## src/rtl/vgg_pkg.sv

```systemverilog
// Shared definitions for the VGG reduction blocks.
//   - Default datapath widths for the PE-array reduction path.
//   - PE_LANES: number of product lanes the 3x3 PE array emits.
//   - tag_t: beat sideband (valid / first-of-window / last-of-window).
//   - sign_ext(): sign-extends the low w bits of a 64-bit container.
//     Callers size-cast the result down to their own accumulator width.
package vgg_pkg;

    localparam int DATA_WIDTH_D = 16;
    localparam int ACC_WIDTH_D  = 40;
    localparam int CH_WIDTH_D   = 10;
    localparam int PE_LANES     = 9;

    typedef struct packed {
        logic valid;
        logic first;
        logic last;
    } tag_t;

    // Shift the field up to bit 63, then arithmetic-shift it back down.
    function automatic logic [63:0] sign_ext(input logic [63:0] v, input int w);
        logic [63:0] m;
        m = v << (64 - w);
        return $signed(m) >>> (64 - w);
    endfunction

endpackage

```

## src/rtl/conv_acc9_if.sv

```systemverilog
// Stream bundle for conv_acc9.
//   Input side : in_valid / in_ready, multiply (nine packed signed lanes), num_ch.
//   Output side: out_valid / out_ready, out_data (signed pixel sum).
//   master: producer of beats and consumer of sums (upstream/downstream view).
//   slave : the reduction block itself.
interface conv_acc9_if #(
    parameter int DATA_WIDTH = vgg_pkg::DATA_WIDTH_D,
    parameter int ACC_WIDTH  = vgg_pkg::ACC_WIDTH_D,
    parameter int CH_WIDTH   = vgg_pkg::CH_WIDTH_D
);
    logic                                   in_valid;
    logic                                   in_ready;
    logic [DATA_WIDTH*vgg_pkg::PE_LANES-1:0] multiply;
    logic [CH_WIDTH-1:0]                    num_ch;
    logic                                   out_valid;
    logic                                   out_ready;
    logic [ACC_WIDTH-1:0]                   out_data;

    modport master (
        output in_valid, multiply, num_ch, out_ready,
        input  in_ready, out_valid, out_data
    );

    modport slave (
        input  in_valid, multiply, num_ch, out_ready,
        output in_ready, out_valid, out_data
    );
endinterface

```

## src/rtl/adder_tree9.sv

```systemverilog
// Two-stage registered adder tree for nine signed products.
//   S1: sign-extend all lanes, register four pair sums (8+7, 6+5, 4+3, 2+1)
//       and lane 0 unchanged.
//   S2: register the sum of the five S1 terms.
// Ports:
//   clk, rst    : clock, async active-high reset
//   i_en        : global advance; all registers hold while low
//   i_tag       : sideband of the incoming beat (valid/first/last)
//   i_multiply  : nine packed lanes, lane k at [DW*(k+1)-1 -: DW]
//   o_tag/o_sum : S2 sideband and window-sum for this beat
module adder_tree9
    import vgg_pkg::*;
#(
    parameter int DATA_WIDTH = DATA_WIDTH_D,
    parameter int ACC_WIDTH  = ACC_WIDTH_D
) (
    input  logic                           clk,
    input  logic                           rst,
    input  logic                           i_en,
    input  tag_t                           i_tag,
    input  logic [DATA_WIDTH*PE_LANES-1:0] i_multiply,
    output tag_t                           o_tag,
    output logic [ACC_WIDTH-1:0]           o_sum
);
    localparam int NPAIR = (PE_LANES - 1) / 2;

    logic [PE_LANES-1:0][ACC_WIDTH-1:0] w_ext;
    logic [NPAIR-1:0][ACC_WIDTH-1:0]    r_s1_pair;
    logic [ACC_WIDTH-1:0]               r_s1_lane0;
    tag_t                               r_s1_tag;
    logic [ACC_WIDTH-1:0]               w_s2_sum;
    logic [ACC_WIDTH-1:0]               r_s2_sum;
    tag_t                               r_s2_tag;

    for (genvar k = 0; k < PE_LANES; k++) begin : g_ext
        assign w_ext[k] = ACC_WIDTH'(sign_ext(
            64'(i_multiply[DATA_WIDTH*(k+1)-1 -: DATA_WIDTH]), DATA_WIDTH));
    end

    // Pair j covers lanes 2j+2 and 2j+1; lane 0 rides through on its own.
    always_ff @(posedge clk or posedge rst) begin
        if (rst) begin
            r_s1_pair  <= '0;
            r_s1_lane0 <= '0;
            r_s1_tag   <= '0;
        end else if (i_en) begin
            for (int j = 0; j < NPAIR; j++)
                r_s1_pair[j] <= w_ext[2*j+2] + w_ext[2*j+1];
            r_s1_lane0 <= w_ext[0];
            r_s1_tag   <= i_tag;
        end
    end

    always_comb begin
        w_s2_sum = r_s1_lane0;
        for (int j = 0; j < NPAIR; j++)
            w_s2_sum = w_s2_sum + r_s1_pair[j];
    end

    always_ff @(posedge clk or posedge rst) begin
        if (rst) begin
            r_s2_sum <= '0;
            r_s2_tag <= '0;
        end else if (i_en) begin
            r_s2_sum <= w_s2_sum;
            r_s2_tag <= r_s1_tag;
        end
    end

    assign o_sum = r_s2_sum;
    assign o_tag = r_s2_tag;

endmodule

```

## src/rtl/conv_acc9.sv

```systemverilog
// Channel accumulator behind the 3x3 PE array.
// Sums nine products per beat (adder_tree9), accumulates num_ch beats per
// output pixel and emits one signed sum per pixel on a valid/ready port.
// Ports:
//   clk, rst : clock, async active-high reset
//   bus      : conv_acc9_if.slave (in_valid/in_ready/multiply/num_ch,
//              out_valid/out_ready/out_data)
// A stalled output (out_valid && !out_ready) freezes every stage; in_ready
// is the only combinational output.
module conv_acc9
    import vgg_pkg::*;
#(
    parameter int DATA_WIDTH = DATA_WIDTH_D,
    parameter int ACC_WIDTH  = ACC_WIDTH_D,
    parameter int CH_WIDTH   = CH_WIDTH_D
) (
    input  logic        clk,
    input  logic        rst,
    conv_acc9_if.slave  bus
);
    logic                 w_en;
    logic                 w_accept;
    logic                 w_first;
    logic                 w_last;
    logic [CH_WIDTH-1:0]  w_eff;
    tag_t                 w_in_tag;
    tag_t                 w_s2_tag;
    logic [ACC_WIDTH-1:0] w_s2_sum;

    logic [CH_WIDTH-1:0]  r_in_cnt;
    logic [CH_WIDTH-1:0]  r_ch_lat;
    logic [ACC_WIDTH-1:0] r_acc;
    logic [ACC_WIDTH-1:0] r_out_data;
    logic                 r_out_valid;

    assign w_en        = !(r_out_valid && !bus.out_ready);
    assign bus.in_ready = w_en;
    assign w_accept    = bus.in_valid && w_en;

    // The channel count only matters on the first beat of a window; later
    // beats use the latched copy so num_ch may change freely mid-window.
    assign w_first = (r_in_cnt == '0);
    assign w_eff   = !w_first            ? r_ch_lat :
                     (bus.num_ch == '0)  ? CH_WIDTH'(1) : bus.num_ch;
    assign w_last  = (r_in_cnt == w_eff - CH_WIDTH'(1));

    always_ff @(posedge clk or posedge rst) begin
        if (rst) begin
            r_in_cnt <= '0;
            r_ch_lat <= '0;
        end else if (w_accept) begin
            if (w_first)
                r_ch_lat <= w_eff;
            r_in_cnt <= w_last ? '0 : r_in_cnt + CH_WIDTH'(1);
        end
    end

    assign w_in_tag = '{valid: w_accept, first: w_first, last: w_last};

    adder_tree9 #(
        .DATA_WIDTH (DATA_WIDTH),
        .ACC_WIDTH  (ACC_WIDTH)
    ) u_tree (
        .clk        (clk),
        .rst        (rst),
        .i_en       (w_en),
        .i_tag      (w_in_tag),
        .i_multiply (bus.multiply),
        .o_tag      (w_s2_tag),
        .o_sum      (w_s2_sum)
    );

    // With w_en high the output is either empty or being taken this cycle,
    // so out_valid drops unless a new window completes right now.
    always_ff @(posedge clk or posedge rst) begin
        if (rst) begin
            r_acc       <= '0;
            r_out_data  <= '0;
            r_out_valid <= 1'b0;
        end else if (w_en) begin
            r_out_valid <= 1'b0;
            if (w_s2_tag.valid) begin
                if (w_s2_tag.last) begin
                    r_out_data  <= w_s2_tag.first ? w_s2_sum : r_acc + w_s2_sum;
                    r_out_valid <= 1'b1;
                end else if (w_s2_tag.first) begin
                    r_acc <= w_s2_sum;
                end else begin
                    r_acc <= r_acc + w_s2_sum;
                end
            end
        end
    end

    assign bus.out_data  = r_out_data;
    assign bus.out_valid = r_out_valid;

endmodule

```

## src/flat_wrapper.sv

```systemverilog
// flat-port wrapper written by rule: the top's interface ports become plain ports
module conv_acc9_flat import vgg_pkg::*;
#(
    parameter int DATA_WIDTH = DATA_WIDTH_D,
    parameter int ACC_WIDTH  = ACC_WIDTH_D,
    parameter int CH_WIDTH   = CH_WIDTH_D
)
  (clk, rst, bus_in_valid, bus_multiply, bus_num_ch, bus_out_ready, bus_in_ready, bus_out_valid, bus_out_data);
  conv_acc9_if #(.DATA_WIDTH(DATA_WIDTH), .ACC_WIDTH(ACC_WIDTH), .CH_WIDTH(CH_WIDTH)) bus_i ();
  input  logic clk;
  input  logic rst;
  input wire logic [$bits(bus_i.in_valid)-1:0] bus_in_valid;
  input wire logic [$bits(bus_i.multiply)-1:0] bus_multiply;
  input wire logic [$bits(bus_i.num_ch)-1:0] bus_num_ch;
  input wire logic [$bits(bus_i.out_ready)-1:0] bus_out_ready;
  output wire logic [$bits(bus_i.in_ready)-1:0] bus_in_ready;
  output wire logic [$bits(bus_i.out_valid)-1:0] bus_out_valid;
  output wire logic [$bits(bus_i.out_data)-1:0] bus_out_data;
  assign bus_i.in_valid = bus_in_valid;
  assign bus_i.multiply = bus_multiply;
  assign bus_i.num_ch = bus_num_ch;
  assign bus_i.out_ready = bus_out_ready;
  assign bus_in_ready = bus_i.in_ready;
  assign bus_out_valid = bus_i.out_valid;
  assign bus_out_data = bus_i.out_data;
  conv_acc9 #(.DATA_WIDTH(DATA_WIDTH), .ACC_WIDTH(ACC_WIDTH), .CH_WIDTH(CH_WIDTH)) u_core (.clk(clk), .rst(rst), .bus(bus_i));
endmodule
```

## config.mk

```make
export PLATFORM = sky130hd
export DESIGN_NAME = conv_acc9_flat
export DESIGN_NICKNAME = d
export VERILOG_FILES = /design/src/rtl/vgg_pkg.sv /design/src/rtl/conv_acc9_if.sv /design/src/rtl/adder_tree9.sv /design/src/rtl/conv_acc9.sv /design/src/flat_wrapper.sv
export SDC_FILE = /design/constraint.sdc
export NUM_CORES = 1
export LEC_CHECK = 0
export ABC_AREA = 1
export BUFFER_PORTS_ARGS = -buffer_cell sky130_fd_sc_hd__buf_2
export CAP_MARGIN = 20
export CELL_PAD_IN_SITES_DETAIL_PLACEMENT = 2
export CELL_PAD_IN_SITES_GLOBAL_PLACEMENT = 2
export CORE_AREA = 2 2 228 230
export CTS_CLUSTER_SIZE = 40
export DETAILED_ROUTE_END_ITERATION = 12
export DIE_AREA = 0 0 230 232
export GPL_TIMING_DRIVEN = 0
export MAX_ROUTING_LAYER = met4
export PLACE_DENSITY = 0.84
export SETUP_SLACK_MARGIN = 0.4
export SYNTH_ARGS = -nofsm -noshare
export SYNTH_HDL_FRONTEND = slang
export SYNTH_HIERARCHICAL = 1
export SYNTH_SLANG_ARGS = --single-unit
export TNS_END_PERCENT = 50
```

## constraint.sdc

```tcl
create_clock -name clk -period 8.05 [get_ports clk]
set_input_delay 1.61 -clock clk [delete_from_list [all_inputs] [get_ports clk]]
set_output_delay 1.61 -clock clk [all_outputs]
set_load 0.01 [all_outputs]
```

==> reports/qor.yml, run 1 <==
p_switching_w: 0.005623
grt_start_max_net_pins: 70
switching_share_pct: 55.15
antenna_found_initial: 1
wl_um: 83790
cp_cell_sequence: "buf_2 -> nor2_1 -> inv_1 -> buf_2"
place_congestion: 0.9541
rsz0062_at_grt: "no"
grt_pass1_wl_um: 129500
synth_edf_count: 0
pwr_density_cell_mw_per_mm2: 475.1
fmax_ghz: 0.2334
worstSkewPairLatency_ns: 0.59
post-route-min-period_ns: 4.284
timing.hold.ws_ns: 0.4774
area_growth_pct: 15.45
grt_pass1_vias: 22040
crit_fanout: 8
final_cell_mix: "nand2_1, inv_1, dfrtp_1"
die-area_mm2: 0.05336
slowest_delay_ns: 0.41
worstPathRequired_ns: 6.44
clkTransAtPathRegs_ns: 0.06
ys_types: 48
cts-root-buf: "clkbuf_16"
core_area_mm2: 0.05089
synth_fp_nets: 3040
outcome: "finished, final reports clean"
p_int_w: 0.004573
synthCells: 2697
slew_headroom_pct: 27.08
worstSetupPathType: "in2out"
fp.dieW_um: 230
critPathSlowestCell: "inv_1"
grt_usage_pct: 32.45
setup_viol: 0
drt_first_pass_iters: 5
cp-start-kind: "primary input"
cts_setup_buffers: 0
portBuffers: 199
io_pins: 200
arrival_ns: 2.67
layout_commonest_cell: "nand2_1"
dominantRegCellSynth: "dfrtp_1"
rows: 83
ir_drop_mv: 0.2196
p_comb_share_pct: 68.7
start_util_pct: 36.53
fp.dieH_um: 232
worst_slew_pin_slew_ns: 1.094
period_share_pct: 53.22
ys_seq_area_share_pct: 31.10
leakagePower_nw: 11.53
vias: 19270
crit_path_end_kind: "output pin"
cts_buffers: 29
cts_tree: "yes"
cap_violations: 0
clockPowerShare_pct: 13.1
drc: 0
seqPwrFrac_pct: 18.3
clock_skew_ns: 0.02552
cts_resized: 0
viasPerCell: 5.303
dp_hpwl_um: 68050
ys_ff_latch: 231
htreeDepth: 1
netlist_area_mm2: 0.01859
hold_buffers: 0
synthArstFlopShare_pct: 100.0
drtAntennaViolNets: 0
hold_class: "reg2reg"
cp_top_family: "buffers and inverters"
yosys_warnings: 6
grt.overflow.total: 0
syn_avg_cell_area_um2: 6.892
report.final.hold_viol_count: 0
numClockSinks: 231
drtIter0Drc: 780
clk_path_buf_depth: 3
fill_cells: 6154
wl_per_cell_um: 23.06
setup_tns_ns: 0
worst-path-buf-inv: 3
report.final.slew_viol_count: 0
final_net_count: 3273
worst_path_most_repeated_cell: "buf_2"
drive_gt1_share_pct: 11.21
==> metal layers <==
layer | GRT usage (%) | part of all wire (%) | wire [µm] | vias up
met2 | 59.62 | 52 | 43270 | 354
met4 | 10.28 | 3.6 | 3007 | 0
li1 | - | - | - | 9025
met3 | 3.389 | 2.8 | 2319 | 146
met5 | - | 0 | 0 | -
met1 | 36.93 | 42 | 35200 | 9746
==> per-stage QoR <==
stage / util, % / worst slack [ns] / std cells / cell area (µm²) / total power (W)
floorplan: - / 2.971 / 2697 / 18590 / 0.006456
global placement: 40.15 / 1.387 / 3576 / 20430 / 0.008313
detailed placement: 40.29 / 3.771 / 3579 / 20500 / 0.008760
CTS: 42.16 / 3.776 / 3633 / 21460 / 0.01021
global route: 42.17 / 3.690 / 3634 / 21460 / 0.01112
finish: 42.17 / 3.766 / 3634 / 21460 / 0.01020
==> worst reg2reg max path, delay by kind of cell (launching register included) <==
family | cells | cell delay [ns]
buf+inv | 5 | 0.36
fa+ha+maj | 4 | 1.95
simple gates | 8 | 0.95
flops | 1 | 0.50
==> kinds of logic (layout without fill, tap and decap cells) <==
| logic type | after synthesis | after routing | synth area share, % |
|---|---|---|---|
| adder cells (fa/ha/maj) | 185 | 185 | 14.80 |
| multiplexers | 2 | 2 | 0.1212 |
| AO/OA/AOI/OAI | 372 | 372 | 10.66 |
| other | 0 | 1 | 0 |
| flip-flops | 231 | 231 | 31.10 |
| XOR/XNOR | 35 | 35 | 1.649 |
| buffers and inverters | 451 | 707 | 9.175 |
| AND/OR/NAND/NOR | 1421 | 1421 | 32.49 |
==> state kept, by name, indices dropped and copies added, names as in the netlist <==
name                      cells
u_core/r_ch_lat              10
u_core/u_tree/r_s1_tag        3
u_core/u_tree/o_tag           3
u_core/bus.out_data          40
u_core/r_in_cnt              10
u_core/bus.out_valid          1
u_core/r_acc                 40
u_core/u_tree/r_s1_lane0     16
u_core/u_tree/r_s1_pair      68
u_core/u_tree/o_sum          40
==> power groups by stage <==
stage          Clock, W  Sequential [W]  Combinational [W]
6_report        0.00133         0.00186            0.00700
2_1_floorplan         0         0.00171            0.00474
5_1_grt         0.00141         0.00189            0.00782
4_1_cts         0.00137         0.00185            0.00700
3_5_place_dp          0         0.00186            0.00690
3_3_place_gp          0         0.00183            0.00648
==> final timing paths <==
kind / start / endpoint / slack, ns / cells after the start
worst max-delay path: bus_out_ready / bus_in_ready / 3.77 / 4
worst min register to register: u_core/u_tree/r_s1_tag[2]$_DFFE_PP0P_ / u_core/u_tree/r_s1_tag[2]$_DFFE_PP0P_ / 0.48 / 2
max in group asynchronous: rst / u_core/bus.out_data[7]$_DFFE_PP0P_ / 6.05 / 3
worst max register to register: u_core/u_tree/r_s1_pair[95]$_DFFE_PP0P_ / u_core/u_tree/o_sum[30]$_DFFE_PP0P_ / 4.13 / 17
min in group asynchronous: rst / u_core/u_tree/o_sum[31]$_DFFE_PP0P_ / 1.13 / 2
worst min-delay path: u_core/u_tree/r_s1_tag[2]$_DFFE_PP0P_ / u_core/u_tree/r_s1_tag[2]$_DFFE_PP0P_ / 0.48 / 2
==> cell usage after synthesis, types with 3 or more instances <==
library cell	number	share of area [%]
nand2_1	897	18
inv_1	389	7.9
dfrtp_1	231	31
nand3_1	195	5.3
nor2_1	194	3.9
o21ai_0	168	4.5
a21oi_1	135	3.6
ha_1	127	8.5
fa_1	58	6.2
clkbuf_1	43	0.87
a31oi_1	25	0.84
nor3_1	19	0.51
nor2_2	18	0.61
xor2_1	18	0.85
xnor2_1	17	0.80
nand2_2	16	0.54
nand4_1	16	0.54
nand3b_1	13	0.53
o22ai_1	13	0.44
or2_2	13	0.44
and2_1	9	0.30
o21bai_1	9	0.36
inv_2	7	0.14
nor2_4	7	0.42
a21o_1	5	0.20
and3_1	5	0.17
buf_1	5	0.10
o211ai_1	5	0.20
buf_2	4	0.11
nand3_2	4	0.22
o21ai_1	4	0.11
nor3b_1	3	0.12
nor4_1	3	0.10
==> final cells by class <==
class	instances	area, µm²	area share [%]
well taps	680	850.8	3.965
inverters	398	1501	6.997
flip-flops and latches	231	5781	26.94
clock buffers	44	842.1	3.924
multi-input cells	2015	11100	51.73
clock inverters	10	110.1	0.5131
diodes	1	2.502	0.01166
repair buffers	202	1059	4.933
plain buffers	53	211.5	0.9854
No activity file was read; power rests on OpenSTA's default activity.
==> run 2: changes to the inputs <==
--- a/config.mk
+++ b/config.mk
@@ -10,13 +10,13 @@
 export CAP_MARGIN = 20
 export CELL_PAD_IN_SITES_DETAIL_PLACEMENT = 2
 export CELL_PAD_IN_SITES_GLOBAL_PLACEMENT = 2
-export CORE_AREA = 2 2 228 230
+export CORE_AREA = 2 2 248 250
 export CTS_CLUSTER_SIZE = 40
 export DETAILED_ROUTE_END_ITERATION = 12
-export DIE_AREA = 0 0 230 232
+export DIE_AREA = 0 0 250 252
 export GPL_TIMING_DRIVEN = 0
 export MAX_ROUTING_LAYER = met4
-export PLACE_DENSITY = 0.84
+export PLACE_DENSITY = 0.75
 export SETUP_SLACK_MARGIN = 0.4
 export SYNTH_ARGS = -nofsm -noshare
 export SYNTH_HDL_FRONTEND = slang
==> constraint.sdc (replaced) <==
create_clock -name clk -period 3.5 [get_ports clk]
set_input_delay 0.7 -clock clk [delete_from_list [all_inputs] [get_ports clk]]
set_output_delay 0.7 -clock clk [all_outputs]
set_load 0.01 [all_outputs]
==> run 2 against run 1 <==
  * The flow now finishes with violations (setup timing)
  * Final cell count rose by 3.9%
  * Utilization fell by 4.1 points
  * Register-to-register slack got worse by 4.3 ns
  * Flip-flop and latch count did not move
  * Sequential share of layout area fell by 1.7 points
  * Final area rose by 6.8%
  * Via count rose by 1.2%
  * Clock skew fell by 0.0075 ns
  * Wire length rose by 2.7%
  * Non-clock buffer count rose by 43
  * Critical path type is now reg2reg
  * Largest cell class unchanged
==> reports/qor.yml, run 2 (same netlist as run 1, synthesis figures left out) <==
outcome: "complete, but fails checks"
violations: "setup timing"
final_cell_mix: "nand2_1, inv_1, dfrtp_1"
use_met2_pct: 48.13  # -11 points
report.final.slew_viol_count: 0  # unchanged
cts-root-buf: "clkbuf_16"
core_area_mm2: 0.06013  # +18%
fmax_ghz: 0.2741
grt.met3_usage_pct: 2.992  # -0.40 points
worst_slew_pin_slew_ns: 1.217  # +0.1233 ns
post-route-util_pct: 38.11  # -4.1 points
place_congestion: 0.9716  # +1.8%
startpoint: "u_core/u_tree/r_s1_pair[10]$_DFFE_PP0P_"
cp-start-kind: "flop"
report.final.hold_viol_count: 0  # unchanged
grt.busiest_layer: "met2"
dp_hpwl_um: 65340  # -4.0%
clk_path_buf_depth: 3  # unchanged
drtAntennaViolNets: 0  # unchanged
wl_per_cell_um: 22.79  # -1.2%
rsz0062_at_grt: "yes"
period_share_pct: 104.2
place_ws_ns: -0.4533  # -4.224 ns
drtIter0Drc: 760  # -2.6%
largest_reg_flops: 68  # unchanged
layout_commonest_cell: "nand2_1"
worstSetupPathType: "reg2reg"
slew_headroom_pct: 18.86  # -8.2 points
worstSkewPairLatency_ns: 0.59  # about the same
globalRouteMet1Util_pct: 30.50  # -6.4 points
start_util_pct: 30.91  # -5.6 points
crit_path_end_kind: "flop"
fp.dieW_um: 250  # +8.7%
vias: 19500  # +1.2%
rows: 90  # +8.4%
finalWorstSetupSlack_ns: -0.1487  # -3.914 ns
worstPathRequired_ns: 3.96  # -2.48 ns
setup_tns_ns: -2.222  # -2.222 ns
fp.dieH_um: 252  # +8.6%
drt_first_pass_iters: 4  # -1
cp_cell_sequence: "inv_2 -> fa_1 -> inv_2 -> fa_2 -> fa_1 -> ha_4 -> nand4_1 -> nor3_2 -> nand3_2 -> nand3_2 -> nand2_4 -> nand2_8 -> nand2_2"
drc: 0  # unchanged
clkTransAtPathRegs_ns: 0.06  # about the same
numClockSinks: 231  # unchanged
cap_violations: 0  # unchanged
viasPerCell: 5.162  # -2.7%
rr_endpoint: "u_core/u_tree/o_sum[32]$_DFFE_PP0P_"
wl_um: 86070  # +2.7%
timing.rr.start: "u_core/u_tree/r_s1_pair[10]$_DFFE_PP0P_"
grt_pass1_vias: 21770  # -1.2%
final_net_count: 3317  # +1.3%
hold_class: "in2async"
crit_fanout: 5  # -3
grt_usage_pct: 26.66  # -5.8 points
arrival_ns: 4.11  # +1.44 ns
htreeDepth: 1  # unchanged
cts_tree: "yes"
grt.overflow.total: 0  # unchanged
slowest_delay_ns: 0.55  # +0.14 ns
drive_gt1_share_pct: 18.70  # +7.5 points
area_growth_pct: 23.29
r2r_setup_slack_ns: -0.15  # -4.28 ns
hold_buffers: 0  # unchanged
clock_skew_ns: 0.01801  # -0.007510 ns
cts_buffers: 29  # unchanged
grt_start_max_net_pins: 55  # -21%
io_pins: 200  # unchanged
die-area_mm2: 0.06300  # +18%
setup_viol: 29  # +29
antenna_found_initial: 1  # unchanged
r2r_cells: 13  # -4
portBuffers: 199  # unchanged
largest-register: "u_core/u_tree/r_s1_pair"
grt_pass1_wl_um: 126600  # -2.2%
post-route-min-period_ns: 3.649
critPathSlowestCell: "fa_1"
-- run 2: cell count changes in the layout (fill, tap and decap cells not counted), moves of 14 or more --
cell	previous run	this run
o21ai_1	4	18
buf_4	1	34
o21ai_0	168	149
ha_4	0	18
nor2_1	194	178
nand2_1	897	837
inv_1	387	353
nand2_2	16	63
inv_2	7	40
nand3_1	195	179
ha_1	127	106
-- run 2: final cells by class --
| type | instances | area [µm²] |
|---|---|---|
| inverter | 398 | 1503 |
| clock inverter | 14 | 182.7 |
| timing repair buffer | 245 | 1423 |
| sequential | 231 | 5784 |
| clock buffer | 37 | 795.8 |
| fill | 7126 | 37220 |
| antenna | 1 | 2.502 |
| buffer | 53 | 217.7 |
| multi-input combinational | 2016 | 12030 |
| tap | 782 | 978.4 |
-- run 2: through the flow --
stage | cells | cell area (µm²) | hold WS, ns
after floorplan | 2697 | 18590 | 0.4400
after global placement | 3678 | 20560 | 0.4558
after detailed placement | 3683 | 20660 | 0.4707
after CTS | 3753 | 22380 | 0.2985
after global routing | 3777 | 22910 | 0.3322
final | 3777 | 22910 | 0.2834
-- run 2: what timing repair did --
action	in CTS	in global routing
pin swaps	75	97
buffers inserted	18	23
gates resized for setup	154	114
gates cloned	1	0
endpoints found under the setup margin	72	65
-- run 2: critical path: cells and delay by family, from the launching register on --
family	cells	cell delay (ns)
fa+ha+maj	4	1.92
simple gates	7	1.13
flops	1	0.38
buf+inv	2	0.10
-- run 2: worst max path at each step --
| stage | endpoint | slack, ns | cells past startpoint |
|---|---|---|---|
| after CTS | u_core/u_tree/o_sum[36]$_DFFE_PP0P_ | -0.003 | 15 |
| after global routing | u_core/u_tree/o_sum[24]$_DFFE_PP0P_ | -0.24 | 16 |
| after floorplan | u_core/bus.out_data[0]$_DFFE_PP0P_ | 0.15 | 1 |
| final | u_core/u_tree/o_sum[32]$_DFFE_PP0P_ | -0.15 | 13 |
| after global placement | u_core/bus.out_data[9]$_DFFE_PP0P_ | -1.52 | 2 |
| after detailed placement | u_core/r_acc[22]$_DFFE_PP0P_ | -0.45 | 13 |
-- run 2: routing by layer --
metal,vias up,wire (µm)
met5,-,0
met4,0,4081
met1,9801,35310
li1,9128,-
met2,387,44040
met3,182,2643
Power of run 2 is not shown: default switching activity piles up to over one toggle a cycle in this logic, so the estimate is an artifact.
==> run 3: changes to the inputs <==
==> constraint.sdc (replaced) <==
create_clock -name clk -period 3.1 [get_ports clk]
set_input_delay 0.62 -clock clk [delete_from_list [all_inputs] [get_ports clk]]
set_output_delay 0.62 -clock clk [all_outputs]
set_load 0.01 [all_outputs]
==> run 3 against run 2 <==
  * Register-to-register slack worse by 0.37 ns
  * Critical path depth is the same
  * Final area rose by 2.7%
  * Critical path type unchanged
  * Non-clock buffer count up 20
  * Via count is essentially flat
  * Sequential share of layout area down 0.64 points
  * Worst hold slack got worse by 0.035 ns
  * Worst setup slack worse by 0.37 ns
  * Utilization increased by 1.0 points
  * Clock-buffer cell count grew 2
  * Global-route usage rose by 0.85 points
  * The flow still finishes with violations (setup timing)
==> reports/qor.yml, run 3 (same netlist as run 1, synthesis figures left out) <==
final_net_count: 3338  # +0.63%
report.final.hold_viol_count: 0  # unchanged
worstSkewPairLatency_ns: 0.59  # about the same
dp_cells: 3685  # +0.054%
grt_pass1_wl_um: 130500  # +3.1%
place_congestion: 0.9511  # -2.1%
area_growth_pct: 26.56
largest-register: "u_core/u_tree/r_s1_pair"
htreeDepth: 1  # unchanged
final_cell_mix: "nand2_1, inv_1, dfrtp_1"
worst_path_most_repeated_cell: "inv_2"
cp_cell_sequence: "inv_2 -> fa_1 -> inv_2 -> fa_2 -> inv_2 -> fa_1 -> inv_2 -> fa_2 -> nand2_2 -> nand3_4 -> buf_4 -> xnor2_2 -> o21ai_1"
setup_tns_ns: -16.57  # -14.35 ns
slew_headroom_pct: 22.94  # +4.1 points
ir_drop_mv: 0.7810
drive_gt1_share_pct: 21.81  # +3.1 points
crit_path_end_kind: "flop"
seqPwrFrac_pct: 13.8
instances_no_fill: 3799  # +0.58%
start_util_pct: 30.91  # unchanged
cts_buffers: 30  # +3.4%
diodes: 0  # -1
r2r_setup_slack_ns: -0.52  # -0.37 ns
cp-start-kind: "flop"
worstSetupPathType: "reg2reg"
drtIter0Drc: 823  # +8.3%
portBuffers: 199  # unchanged
pwr_density_cell_mw_per_mm2: 1474
dp_hpwl_um: 66490  # +1.8%
crit_fanout: 4  # -1
rsz0062_at_grt: "yes"
cts-root-buf: "clkbuf_16"
multiInputGateArea_mm2: 0.01235  # +2.7%
hold_class: "in2reg"
outcome: "complete, but fails checks"
timing.hold.ws_ns: 0.2487  # -0.03470 ns
fp.dieW_um: 250  # unchanged
post-route-min-period_ns: 3.623  # -0.02578 ns
layout_commonest_cell: "nand2_1"
drtAntennaViolNets: 0  # unchanged
fp.dieH_um: 252  # unchanged
die-area_mm2: 0.06300  # unchanged
grt_start_max_net_pins: 41  # -25%
cp_top_family: "adder cells"
report.final.slew_viol_count: 0  # unchanged
grt.overflow.total: 0  # unchanged
critPathSlowestCell: "fa_2"
p_switching_w: 0.01863
p_comb_share_pct: 75.3
setup_viol: 37  # +28%
slowest_delay_ns: 0.56  # about the same
cap_violations: 0  # unchanged
clkTransAtPathRegs_ns: 0.06  # about the same
rows: 90  # unchanged
fill_cells: 7053  # -1.0%
fmax_ghz: 0.2760  # +0.71%
switching_share_pct: 53.71
arrival_ns: 4.06  # -0.05 ns
vias: 19490  # -0.041%
worst-path-buf-inv: 5  # +3
numClockSinks: 231  # unchanged
wl_per_cell_um: 22.94  # +0.67%
drc: 0  # unchanged
viasPerCell: 5.130  # -0.62%
grt_usage_pct: 27.51  # +0.85 points
p_int_w: 0.01605
worstPathRequired_ns: 3.54  # -0.42 ns
largest_reg_flops: 68  # unchanged
clock_skew_ns: 0.01290  # -0.005115 ns
clk_path_buf_depth: 3  # unchanged
seqCellArea_mm2: 0.005787  # about the same
post-route-util_pct: 39.12  # +1.0 points
leakagePower_nw: 12.13
wl_um: 87150  # +1.3%
antenna_found_initial: 0  # -1
clockPowerShare_pct: 11.0
grt_pass1_vias: 22320  # +2.5%
worst_slew_pin_slew_ns: 1.156  # -0.06128 ns
period_share_pct: 116.9  # +13 points
drt_first_pass_iters: 5  # +1
core_area_mm2: 0.06013  # unchanged
cts_tree: "yes"
io_pins: 200  # unchanged
finalWorstSetupSlack_ns: -0.5229  # -0.3742 ns
violations: "setup timing"
## run 3: repair_timing
item,CTS,global route
buffers inserted,31,27
pin swaps,86,66
hold buffers,1,0
endpoints found under the setup margin,125,154
gates cloned,1,0
resized for setup,217,150
endpoints found under the hold margin,7,0
## run 3: per-layer routing
metal	share of wire (%)	vias up	GRT usage, %
met5	0	-	-
met4	3.6	0	7.220
met3	2.5	166	2.043
met2	52	345	50.55
met1	42	9827	32.43
li1	-	9152	-
## run 3: layout make-up
| class | instances | share of cell area [%] |
|---|---|---|
| inverters | 398 | 6.436 |
| repair buffers | 265 | 6.771 |
| plain buffers | 53 | 1.021 |
| flip-flops and latches | 231 | 24.60 |
| clock inverters | 15 | 0.8245 |
| multi-input cells | 2016 | 52.51 |
| clock buffers | 39 | 3.681 |
| well taps | 782 | 4.160 |
## run 3: worst paths after layout
path / start / to / depth (start not counted)
min in group asynchronous: rst / u_core/bus.out_data[4]$_DFFE_PP0P_ / 3
setup / recovery: u_core/u_tree/r_s1_pair[82]$_DFFE_PP0P_ / u_core/u_tree/o_sum[7]$_DFFE_PP0P_ / 13
hold / removal: bus_multiply[3] / u_core/u_tree/r_s1_lane0[3]$_DFFE_PP0P_ / 3
setup reg to reg: u_core/u_tree/r_s1_pair[82]$_DFFE_PP0P_ / u_core/u_tree/o_sum[7]$_DFFE_PP0P_ / 13
hold reg to reg: u_core/bus.out_data[36]$_DFFE_PP0P_ / u_core/bus.out_data[36]$_DFFE_PP0P_ / 2
max in group asynchronous: rst / u_core/u_tree/r_s1_pair[55]$_DFFE_PP0P_ / 5
## run 3: worst register-to-register path, stage by stage, from the launching register on
cell	delay, ns
dfrtp_1	0.38
inv_2	0.05
fa_1	0.55
inv_2	0.04
fa_2	0.56
inv_2	0.05
fa_1	0.54
inv_2	0.09
fa_2	0.46
nand2_2	0.15
nand3_4	0.14
buf_4	0.18
xnor2_2	0.16
o21ai_1	0.11
## run 3: power by group through the flow
stage,Clock (W),Sequential [W],Combinational (W)
2_1_floorplan,0,0.00445,0.0123
3_3_place_gp,0,0.00470,0.0171
3_5_place_dp,0,0.00475,0.0180
4_1_cts,0.00387,0.00472,0.0224
5_1_grt,0.00400,0.00487,0.0281
6_report,0.00380,0.00477,0.0261
## run 3: through the flow
step	worst slack, ns	power [W]	cell area [µm²]
after global routing	-0.5884	0.03699	23520
after floorplan	-0.1501	0.01677	18590
after CTS	-0.3592	0.03100	22800
final	-0.5229	0.03468	23520
after detailed placement	-0.7574	0.02273	20690
after global placement	-0.6501	0.02182	20570
